==> config.mk <==
export PLATFORM = sky130hd
export DESIGN_NAME = ks_voice_ctrl_flat
export DESIGN_NICKNAME = d
export VERILOG_FILES = /design/src/rtl/ks_voice_ctrl_if.sv /design/src/rtl/ks_voice_ctrl.sv /design/src/flat_wrapper.sv
export SDC_FILE = /design/constraint.sdc
export NUM_CORES = 1
export LEC_CHECK = 0
export BUFFER_PORTS_ARGS = -buffer_cell sky130_fd_sc_hd__buf_2
export CORE_MARGIN = 5
export CORE_UTILIZATION = 40
export CTS_BUF_LIST = sky130_fd_sc_hd__clkbuf_2
export CTS_CLUSTER_DIAMETER = 100
export DETAILED_ROUTE_END_ITERATION = 12
export SYNTH_ARGS = -nofsm -noshare
export SYNTH_HDL_FRONTEND = slang
export SYNTH_SLANG_ARGS = --single-unit
==> constraint.sdc <==
create_clock -name clk -period 12.5 [get_ports clk]
set_clock_uncertainty 0.1 [all_clocks]
set_input_delay 0.625 -clock clk [delete_from_list [all_inputs] [get_ports clk]]
set_output_delay 0.625 -clock clk [all_outputs]
set_load 0.02 [all_outputs]
==> src/rtl/ks_voice_ctrl_if.sv <==
// Handshake between the voice sequencer and the Karplus-Strong engine.
// master = sequencer side, slave = engine side.
interface ks_voice_ctrl_if;
    logic               ks_start;
    logic               ks_newnote;
    logic [10:0]        ks_length;
    logic signed [23:0] ks_dout;
    logic               ks_dout_valid;

    modport master (
        output ks_start,
        output ks_newnote,
        output ks_length,
        input  ks_dout,
        input  ks_dout_valid
    );

    modport slave (
        input  ks_start,
        input  ks_newnote,
        input  ks_length,
        output ks_dout,
        output ks_dout_valid
    );
endinterface

==> src/rtl/ks_voice_ctrl.sv <==
// Per-sample sequencer for the single-voice Karplus-Strong engine: pluck/continue/silence,
// velocity gain, linear note-off release, one gain-scaled sample per accepted tick.
module ks_voice_ctrl #(
    parameter int unsigned TIMEOUT = 2047,
    parameter int unsigned REL_DIV = 64
) (
    input  logic               clk,
    input  logic               rst,
    input  logic               sample_tick,
    input  logic               note_on,
    input  logic               note_off,
    input  logic [6:0]         note,
    input  logic [6:0]         velocity,
    ks_voice_ctrl_if.master    eng,
    output logic signed [23:0] sample_out,
    output logic               sample_valid,
    output logic               active,
    output logic               overrun
);
    localparam int unsigned TW = $clog2(TIMEOUT + 1);

    typedef enum logic [2:0] {IDLE, ISSUE, WAIT, MUL, OUT} state_t;

    // Delay length table, evaluated at elaboration: round(48 kHz / f(note)), clamped to 2..1745.
    function automatic logic [10:0] len_of(input int n);
        real period;
        int  r;
        if (n < 21) return 11'd1745;
        period = 48000.0 / (440.0 * (2.0 ** (real'(n - 69) / 12.0)));
        r = $rtoi(period + 0.5);
        if (r < 2) r = 2;
        else if (r > 1745) r = 1745;
        return 11'(r);
    endfunction

    logic [10:0] len_lut [128];
    for (genvar i = 0; i < 128; i++) begin : g_lut
        assign len_lut[i] = len_of(i);
    end

    state_t             state;
    logic               pend;
    logic [6:0]         pend_note;
    logic [6:0]         pend_vel;
    logic [6:0]         cur_note;
    logic [7:0]         gain;
    logic               rel;
    logic [5:0]         rel_cnt;
    logic [TW-1:0]      tmo;
    logic signed [23:0] dout_q;
    logic signed [32:0] prod;
    logic               pluck;

    assign prod   = dout_q * $signed({1'b0, gain});
    assign pluck  = (state == IDLE) && sample_tick && pend;
    assign active = (gain != '0);

    always_ff @(posedge clk or posedge rst) begin
        if (rst) begin
            state          <= IDLE;
            pend           <= 1'b0;
            pend_note      <= '0;
            pend_vel       <= '0;
            cur_note       <= '0;
            gain           <= '0;
            rel            <= 1'b0;
            rel_cnt        <= '0;
            tmo            <= '0;
            dout_q         <= '0;
            eng.ks_start   <= 1'b0;
            eng.ks_newnote <= 1'b0;
            eng.ks_length  <= '0;
            sample_out     <= '0;
            sample_valid   <= 1'b0;
            overrun        <= 1'b0;
        end else begin
            case (state)
                IDLE: begin
                    sample_valid <= 1'b0;
                    if (sample_tick) begin
                        if (pend) begin
                            eng.ks_length  <= len_lut[pend_note];
                            cur_note       <= pend_note;
                            gain           <= {pend_vel, 1'b1};
                            rel            <= 1'b0;
                            rel_cnt        <= '0;
                            pend           <= 1'b0;
                            eng.ks_newnote <= 1'b1;
                            eng.ks_start   <= 1'b1;
                            state          <= ISSUE;
                        end else if (gain != '0) begin
                            eng.ks_newnote <= 1'b0;
                            eng.ks_start   <= 1'b1;
                            state          <= ISSUE;
                        end else begin
                            sample_out   <= '0;
                            sample_valid <= 1'b1;
                        end
                    end
                end
                ISSUE: begin
                    eng.ks_start <= 1'b0;
                    tmo          <= '0;
                    state        <= WAIT;
                end
                WAIT: begin
                    if (eng.ks_dout_valid) begin
                        dout_q <= eng.ks_dout;
                        state  <= MUL;
                    end else if (tmo == TW'(TIMEOUT - 1)) begin
                        overrun      <= 1'b1;
                        sample_out   <= '0;
                        sample_valid <= 1'b1;
                        state        <= OUT;
                    end else begin
                        tmo <= tmo + 1'b1;
                    end
                end
                MUL: begin
                    sample_out   <= 24'(prod >>> 8);
                    sample_valid <= 1'b1;
                    state        <= OUT;
                end
                OUT: begin
                    sample_valid <= 1'b0;
                    if (rel) begin
                        if (rel_cnt == 6'(REL_DIV - 1)) begin
                            rel_cnt <= '0;
                            if (gain != '0) gain <= gain - 1'b1;
                        end else begin
                            rel_cnt <= rel_cnt + 1'b1;
                        end
                    end
                    state <= IDLE;
                end
                default: state <= IDLE;
            endcase

            // Capture after the IDLE decision so a same-cycle note_on re-arms pend for the next tick.
            if (note_on) begin
                pend      <= 1'b1;
                pend_note <= note;
                pend_vel  <= velocity;
            end
            if (note_off && !note_on && !pluck && note == cur_note && gain != '0)
                rel <= 1'b1;
            if (sample_tick && state != IDLE)
                overrun <= 1'b1;
        end
    end
endmodule

==> src/flat_wrapper.sv <==
// flat-port wrapper written by rule: the top's interface ports become plain ports
module ks_voice_ctrl_flat 
#(
    parameter int unsigned TIMEOUT = 2047,
    parameter int unsigned REL_DIV = 64
)
  (clk, rst, sample_tick, note_on, note_off, note, velocity, sample_out, sample_valid, active, overrun, eng_ks_start, eng_ks_newnote, eng_ks_length, eng_ks_dout, eng_ks_dout_valid);
  ks_voice_ctrl_if eng_i ();
  input  logic clk;
  input  logic rst;
  input  logic sample_tick;
  input  logic note_on;
  input  logic note_off;
  input  logic [6:0] note;
  input  logic [6:0] velocity;
  output logic signed [23:0] sample_out;
  output logic sample_valid;
  output logic active;
  output logic overrun;
  output wire logic [$bits(eng_i.ks_start)-1:0] eng_ks_start;
  output wire logic [$bits(eng_i.ks_newnote)-1:0] eng_ks_newnote;
  output wire logic [$bits(eng_i.ks_length)-1:0] eng_ks_length;
  input wire logic [$bits(eng_i.ks_dout)-1:0] eng_ks_dout;
  input wire logic [$bits(eng_i.ks_dout_valid)-1:0] eng_ks_dout_valid;
  assign eng_ks_start = eng_i.ks_start;
  assign eng_ks_newnote = eng_i.ks_newnote;
  assign eng_ks_length = eng_i.ks_length;
  assign eng_i.ks_dout = eng_ks_dout;
  assign eng_i.ks_dout_valid = eng_ks_dout_valid;
  ks_voice_ctrl #(.TIMEOUT(TIMEOUT), .REL_DIV(REL_DIV)) u_core (.clk(clk), .rst(rst), .sample_tick(sample_tick), .note_on(note_on), .note_off(note_off), .note(note), .velocity(velocity), .eng(eng_i), .sample_out(sample_out), .sample_valid(sample_valid), .active(active), .overrun(overrun));
endmodule
==> results of run 1 <==
-- layout make-up --
class | count | area share [%]
Clock inverter | 10 | 0.980
Timing Repair Buffer | 132 | 6.37
Clock buffer | 21 | 0.755
Tap cell | 402 | 3.61
Antenna cell | 2 | 0.0360
Multi-Input combinational cell | 1049 | 62.1
Inverter | 210 | 5.68
Sequential cell | 114 | 20.5
-- tightest hold or removal path, delay by kind of cell --
| kind | cells | cell delay, ps |
|---|---|---|
| AO/OA/AOI/OAI | 1 | 120 |
| AND/OR/NAND/NOR | 2 | 140 |
| buffers and inverters | 1 | 130 |
-- kinds of logic after synthesis --
family	count (synthesis)	synth area share (%)
AND/OR/NAND/NOR	487	18.7
AO/OA/AOI/OAI	266	13.3
multiplexers	39	3.45
adder cells (fa/ha/maj)	217	30.3
flip-flops	114	22.6
buffers and inverters	296	8.85
XOR/XNOR	40	2.78
-- metal layers --
layer  part of all wire, %  wire length (um)  up-vias
li1                      -                 -     4878
met1                    46             14500     5008
met2                    48             14900      236
met3                   4.6              1460       30
met4                   1.4               440        0
met5                     0                 0        -
-- sequential cells by signal, summed over array words and instances, names as in the netlist, 6 cells and up --
register and flops:
u_core.dout_q 24, u_core.sample_out 24, u_core.eng.ks_length 11, u_core.tmo 11
u_core.gain 8, u_core.cur_note 7, u_core.pend_note 7, u_core.pend_vel 7
u_core.rel_cnt 6
-- repair_timing --
action                                  4_1_cts  5_1_grt
gates resized for setup                       0        0
hold endpoints to repair                     86        0
hold buffers                                 41        0
endpoints found under the setup margin        0        0
-- cell usage after synthesis, types with 9 or more instances --
library cell and instances:
a21o_1 12, fa_1 147, o21ai_0 73, nand3_1 25, nand2b_1 13, inv_1 210, clkbuf_1 71, nand4_1 11
mux2_2 35, xor2_1 19, a21oi_1 69, nor2b_1 9, dfrtp_1 114, ha_1 70, nor3_1 19, o211ai_1 10
nand2_1 200, a31oi_1 10, xnor2_1 21, or3_1 9, and2_1 97, o21ai_1 17, buf_1 12, nor2_1 72
-- worst min path at each step --
| stage | endpoint | slack, ps |
|---|---|---|
| after floorplan | u_core.cur_note[4]$_DFFE_PP0P_ | 370 |
| after global placement | u_core.eng.ks_newnote$_DFFE_PP0P_ | 360 |
| after detailed placement | u_core.eng.ks_newnote$_DFFE_PP0P_ | 370 |
| after CTS | u_core.state[0]$_DFFE_PP0P_ | 60 |
| after global routing | u_core.pend_note[2]$_DFFE_PP0P_ | 100 |
| final | u_core.eng.ks_start$_DFFE_PP0P_ | 170 |
-- through the flow --
| step | area (um^2) | hold slack [ps] | worst slack (ps) | utilization [%] | cells |
|---|---|---|---|---|---|
| 2_1_floorplan | 12600 | 367 | 7150 | - | 1459 |
| 3_3_place_gp | 13300 | 359 | 6820 | 42.3 | 1866 |
| 3_5_place_dp | 13300 | 369 | 6720 | 42.3 | 1866 |
| 4_1_cts | 13900 | 60.9 | 6650 | 44.4 | 1938 |
| 5_1_grt | 13900 | 104 | 6240 | 44.4 | 1940 |
| 6_report | 13900 | 167 | 6650 | 44.4 | 1940 |
==> results.ini, run 1 <==
[status]
status=finished, final reports clean

[setup_path]
cp-end-kind=flop
critical_path_required_ps=13040
crit_path_top_delay_cell=dfrtp_1
crit_top_cell=fa_1
cp_num_buf_inv=3
cpLargestDelayFamily=adder cells
cp.arrival_ps=6390
startpoint_type=flop
r2r-end=u_core.sample_out[16]$_DFFE_PP0P_
r2r_cells=16
startpoint=u_core.gain[2]$_DFFE_PP0P_
reg2reg_slack_ps=6650
slowest_delay_ps=940
worst-path-max-fanout=28
cp_cell_sequence=nand2_1, fa_1, inv_1, fa_1, fa_1, inv_1, fa_1, inv_1, ha_1, a2111oi_4, o21ai_2, a31oi_1, a21oi_1, o31ai_1, or4_1, nand3_1
r2r_start=u_core.gain[2]$_DFFE_PP0P_
cp-endpoint=u_core.sample_out[16]$_DFFE_PP0P_
crit_type=reg2reg
cp.depth=16

[global_routing]
grt_pass1_wl_um=53500
overflow=0
met1_usage_pct=25.4
antenna_found_initial=1
use_met3_pct=3.68
busiest_layer=met2
grt_pass1_vias=10400
grt_start_max_net_pins=68
grt_util_met2_pct=30.4
grt_usage_pct=18.5

[placement]
port-buffer-count=83
hpwl_um=23300
gp_congestion=0.876

[synth]
synth-edff-count=0
ys.flop_type=dfrtp_1
synthesis.nets=1720
ys_types=70
netlist_instances=1459
yosysWarnings=0
ys_seq_area_share_pct=22.6
synth_top_area_share_pct=23.4
synth_top_cell_by_area=fa_1
syn_area_mm2=0.0126
avgSynthCellArea_um2=8.64
synth.area.top_cells=fa_1 (23%), dfrtp_1 (23%), ha_1 (7.0%)
yosys_register_bits=114
synthArstFlopShare_pct=100

[clock_network]
clk_pin_slew_ps=190
post_cts_buffers=0
max-clock-path-buffers=2
cts_sinks=114
cts_tree=built
clk_latency_ps=810
cts_made_buffers=17
htreeDepth=4
clock-root-buffer=clkbuf_2

[timing]
tightestPinTransition_ps=1140
finalCriticalPeriod_ps=5850
rsz0062_at_grt=no
relSlewSlack_pct=23.8
setup_tns_ps=0
drv_slew=0
timing.final.crit_share_pct=46.8
fmax_mhz=171
setup_viol=0
hold_viol_final=0

[worst_hold_path]
hold_class=in2reg
hold_depth=4
min_from=sample_tick

[floorplanning]
dieHeight_um=187
fp.coreArea_mm2=0.0313
dieArea_mm2=0.0351
io_pins=84
start_util_pct=40.2
num_rows=65
die_w_um=187

[final_layout]
final_common_cell=inv_1
seq_area_mm2=0.00285
n_fill_cell=3065
area_delta_synth_final_pct=10.4
layout-drive-gt1-share_pct=10.9
layout_common_cells=inv_1 (209), nand2_1 (200), fa_1 (147)
nNetsFinal=1785
multi_input_area_mm2=0.00864

[detailed_routing]
postRouteAntennaNets=0
dr.pass1.iters=5
drcViolationCount=0
routed_wl_um=31300
vias_per_cell=5.23
drt_iter0_markers=606
drt-wirelength-per-cell_um=16.1
route.vias.total=10200

[flow_run]
drv_cap=0

Power of run 1 is not shown: default switching activity piles up to over one toggle a cycle in this logic, so the estimate is an artifact.
==> run 2: changes to the inputs <==
- clock period: 12.5 -> 5.5 ns (I/O delays scaled with it)
==> results.ini, run 2 (synthesis results as in run 1) <==
[status]
status=finished, final reports clean

[global_routing]
grt_usage_pct=18.6
grt_pass1_wl_um=54000
overflow=0
grt_start_max_net_pins=60
antenna_found_initial=2
grt_pass1_vias=10700

[setup_path]
cp.arrival_ps=5900
crit_top_cell=fa_1
crit_type=reg2reg
r2r-end=u_core.sample_out[20]$_DFFE_PP0P_
r2r_cells=18
worst-path-max-fanout=17
cp_cell_sequence=buf_4, nand2_1, fa_1, inv_1, fa_1, fa_1, inv_1, fa_1, inv_1, ha_1, a21o_1, a21oi_1, o21ai_0, a21o_1, o31ai_1, buf_4, or4_1, nand3_1
reg2reg_slack_ps=230
critical_path_required_ps=6120
startpoint_type=flop
slowest_delay_ps=550
startpoint=u_core.gain[0]$_DFFE_PP0P_
cp-endpoint=u_core.sample_out[20]$_DFFE_PP0P_
r2r_start=u_core.gain[0]$_DFFE_PP0P_
cp-end-kind=flop
crit_path_top_delay_cell=fa_1

[final_layout]
n_fill_cell=3106
seq_area_mm2=0.00286
nNetsFinal=1831
layout_common_cells=inv_1 (209), nand2_1 (200), fa_1 (147)
top_regs=u_core.dout_q x24, u_core.sample_out x24
area_delta_synth_final_pct=13.7
final_common_cell=inv_1
multi_input_area_mm2=0.00864
layout-drive-gt1-share_pct=12.8
final_cell_area_mm2=0.0143

[clock_network]
clock-root-buffer=clkbuf_2
max-clock-path-buffers=2
clk_pin_slew_ps=270
cts_tree=built
cts_made_buffers=17
htreeDepth=4
cts_sinks=114
clk_latency_ps=820

[timing]
rsz0062_at_grt=no
setup_viol=0
relSlewSlack_pct=38.2
fmax_mhz=190
tightestPinTransition_ps=928
hold_viol_final=0
drv_slew=0
finalCriticalPeriod_ps=5270
setup_tns_ps=0
timing.final.crit_share_pct=95.9

[detailed_routing]
drcViolationCount=0
postRouteAntennaNets=0
dr.pass1.iters=6
routed_wl_um=31500
drt_iter0_markers=608
vias_per_cell=5.22
drt-wirelength-per-cell_um=15.8
route.vias.total=10400

[flow_run]
drv_cap=0

[floorplanning]
fp.coreArea_mm2=0.0313
dieArea_mm2=0.0351
num_rows=65
die_w_um=187
dieHeight_um=187
start_util_pct=40.2
io_pins=84

[worst_hold_path]
hold_class=in2reg

[placement]
post_dp_cell_area_mm2=0.0134
port-buffer-count=83
gp_congestion=0.880
hpwl_um=24200

-- run 2: cell count changes in the layout (fill, tap and decap cells not counted), moves of 2 or more --
cell / previous run / this run
clkbuf_2: 21 / 17
buf_4: 8 / 31
dfrtp_2: 0 / 8
dfrtp_1: 114 / 106
bufinv_16: 3 / 1
dlygate4sd3_1: 41 / 63
inv_6: 0 / 5
inv_8: 0 / 2
clkinvlp_4: 2 / 4
-- run 2: through the flow --
stage	hold WS [ps]	std cells	util [%]	setup slack [ps]
after floorplan	276	1459	-	153
after global placement	358	1887	42.8	321
after detailed placement	365	1887	42.8	252
after CTS	24.4	1982	45.6	128
after global routing	49.1	1988	45.8	0.592
final	116	1988	45.8	225
-- run 2: metal layers --
| metal | part of all wire (%) | vias up | track usage [%] | routed length (um) |
|---|---|---|---|---|
| li1 | - | 4968 | - | - |
| met4 | 1.7 | 0 | 5.45 | 520 |
| met2 | 48 | 294 | 30.8 | 15000 |
| met3 | 5.6 | 28 | 4.03 | 1770 |
| met5 | 0 | - | 0 | 0 |
| met1 | 45 | 5092 | 24.8 | 14200 |
-- run 2: worst min-delay path by stage --
| stage | start | end | cells past startpoint |
|---|---|---|---|
| detailed placement | rst | u_core.eng.ks_length[8]$_DFFE_PP0P_ | 2 |
| global placement | u_core.eng.ks_newnote$_DFFE_PP0P_ | u_core.eng.ks_newnote$_DFFE_PP0P_ | 1 |
| finish | eng_ks_dout[8] | u_core.dout_q[8]$_DFFE_PP0P_ | 3 |
| global route | eng_ks_dout[8] | u_core.dout_q[8]$_DFFE_PP0P_ | 3 |
| floorplan | eng_ks_dout_valid | u_core.overrun$_DFFE_PP0P_ | 1 |
| CTS | eng_ks_dout[8] | u_core.dout_q[8]$_DFFE_PP0P_ | 3 |
-- run 2: repair_timing --
| item | CTS | global route |
|---|---|---|
| endpoints found under the setup margin | 0 | 8 |
| hold buffers | 63 | 0 |
| resized for setup | 0 | 10 |
| hold endpoints to repair | 117 | 0 |
| buffers inserted | 0 | 3 |
-- run 2: worst max-delay path: cells and delay by family, from the launching register on --
kind	cells	cell delay (ps)
AO/OA/AOI/OAI	5	870
buffers and inverters	5	590
adder cells (fa/ha/maj)	5	2530
AND/OR/NAND/NOR	3	670
flip-flops	1	450
-- run 2: area by class of cell --
cell class	count	share of cell area, %
clock inverter	15	1.04
antenna	3	0.0524
clock buffer	17	0.594
multi-input combinational	1049	60.3
timing repair buffer	178	9.00
inverter	210	5.52
tap	402	3.51
sequential	114	20.0
Power of run 2 is left out for the same reason.
==> run 3: changes to the inputs <==
- CELL_PAD_IN_SITES_DETAIL_PLACEMENT: not set -> 0
- CELL_PAD_IN_SITES_GLOBAL_PLACEMENT: not set -> 1
- PLACE_DENSITY: not set -> 0.8
==> results.ini, run 3 (synthesis results as in run 1) <==
[final_layout]
nNetsFinal=1827
layout_common_cells=inv_1 (209), nand2_1 (200), fa_1 (147)
final_common_cell=inv_1
area_delta_synth_final_pct=13.2
final_cell_area_mm2=0.0143
layout-drive-gt1-share_pct=12.1
top_regs=u_core.dout_q x24, u_core.sample_out x24
n_fill_cell=3089

[clock_network]
htreeDepth=4
clock-root-buffer=clkbuf_2
clk_pin_slew_ps=260
cts_sinks=114
clk_latency_ps=780
max-clock-path-buffers=2
cts_made_buffers=17
cts_tree=built

[setup_path]
r2r_cells=16
reg2reg_slack_ps=240
cp_cell_sequence=buf_4, and2_1, fa_1, fa_1, inv_1, fa_1, inv_1, fa_1, ha_1, a2111oi_4, o21ai_2, a21o_1, o31a_1, a21o_1, or4b_1, nand3_1
r2r-end=u_core.sample_out[12]$_DFFE_PP0P_
crit_path_top_delay_cell=fa_1
critical_path_required_ps=6120
r2r_start=u_core.gain[5]$_DFFE_PP0P_
startpoint_type=flop
worst-path-max-fanout=24
slowest_delay_ps=540
cp-end-kind=flop
crit_type=reg2reg
crit_top_cell=fa_1
cp_num_buf_inv=3
cp.arrival_ps=5880
cpLargestDelayFamily=adder cells

[placement]
gp_congestion=0.890
post_dp_cell_area_mm2=0.0134
hpwl_um=24600
port-buffer-count=83

[worst_hold_path]
hold_class=in2reg
hold_depth=3
min_from=eng_ks_dout[2]
whs_endpoint=u_core.dout_q[2]$_DFFE_PP0P_

[timing]
tightestPinTransition_ps=1010
drv_slew=0
setup_viol=0
setup_tns_ps=0
finalCriticalPeriod_ps=5260
relSlewSlack_pct=32.6
fmax_mhz=190
fin_hold_ws_ps=149
timing.final.crit_share_pct=95.7
hold_viol_final=0
rsz0062_at_grt=no

[global_routing]
antenna_found_initial=2
grt_start_max_net_pins=67
grt_pass1_vias=11200
grt_pass1_wl_um=56800
grt_usage_pct=19.6
overflow=0

[floorplanning]
die_w_um=187
num_rows=65
start_util_pct=40.2
fp.coreArea_mm2=0.0313
dieArea_mm2=0.0351
dieHeight_um=187
io_pins=84

[detailed_routing]
drcViolationCount=0
vias_per_cell=5.32
dr.pass1.iters=5
route.vias.total=10500
drt_iter0_markers=708
postRouteAntennaNets=0
drt-wirelength-per-cell_um=16.7
routed_wl_um=33100

[status]
status=finished, final reports clean

[flow_run]
drv_cap=0

-- run 3: cell types whose count changed in the layout (fill, tap and decap cells not counted), moves of 3 or more --
cell,delta
dfrtp_2,-7
clkbuf_2,+3
clkinv_4,+3
buf_4,-3
inv_6,-4
dfrtp_1,+7
-- run 3: layout make-up --
type	count	area, um^2	area share, %
multi-input cells	1049	8640	60.6
clock inverters	12	111	0.781
flip-flops and latches	114	2850	20.0
inverters	210	791	5.54
well taps	402	503	3.53
clock buffers	20	100	0.702
repair buffers	174	1260	8.81
diodes	1	2.50	0.0175
-- run 3: layer usage --
metal,track usage (%),up-vias,part of all wire [%]
met5,0,-,0
met4,4.83,0,1.9
met3,3.40,43,4.8
met2,33.9,271,49
met1,25.8,5271,45
li1,-,4963,-
-- run 3: metrics by stage --
step	setup WS, ps	util [%]	std cells
final	238	45.5	1982
after global routing	16.6	45.5	1982
after CTS	188	45.5	1981
after detailed placement	255	42.8	1886
after global placement	340	42.8	1886
after floorplan	153	-	1459
-- run 3: worst max path at each step --
stage	start	endpoint	slack (ps)	depth (start not counted)
floorplan	u_core.gain[5]$_DFFE_PP0P_	u_core.sample_out[12]$_DFFE_PP0P_	150	18
global placement	u_core.gain[5]$_DFFE_PP0P_	u_core.sample_out[16]$_DFFE_PP0P_	340	18
detailed placement	u_core.gain[5]$_DFFE_PP0P_	u_core.sample_out[16]$_DFFE_PP0P_	260	18
CTS	u_core.gain[5]$_DFFE_PP0P_	u_core.sample_out[16]$_DFFE_PP0P_	190	18
global route	u_core.gain[2]$_DFFE_PP0P_	u_core.sample_out[12]$_DFFE_PP0P_	20	17
finish	u_core.gain[5]$_DFFE_PP0P_	u_core.sample_out[12]$_DFFE_PP0P_	240	16
-- run 3: worst reg2reg max path: stages, from the launching register on --
cell,delay (ps)
dfrtp_2,510
buf_4,240
and2_1,190
fa_1,450
fa_1,540
inv_1,50
fa_1,480
inv_1,60
fa_1,430
ha_1,360
a2111oi_4,370
o21ai_2,110
a21o_1,210
o31a_1,340
a21o_1,200
or4b_1,470
nand3_1,100
-- run 3: what timing repair did --
action,4_1_cts,5_1_grt
hold buffers,63,0
endpoints found under the hold margin,101,0
setup endpoints to repair,0,4
gates resized for setup,0,2
setup buffers,0,0
Power of run 3 is left out for the same reason.
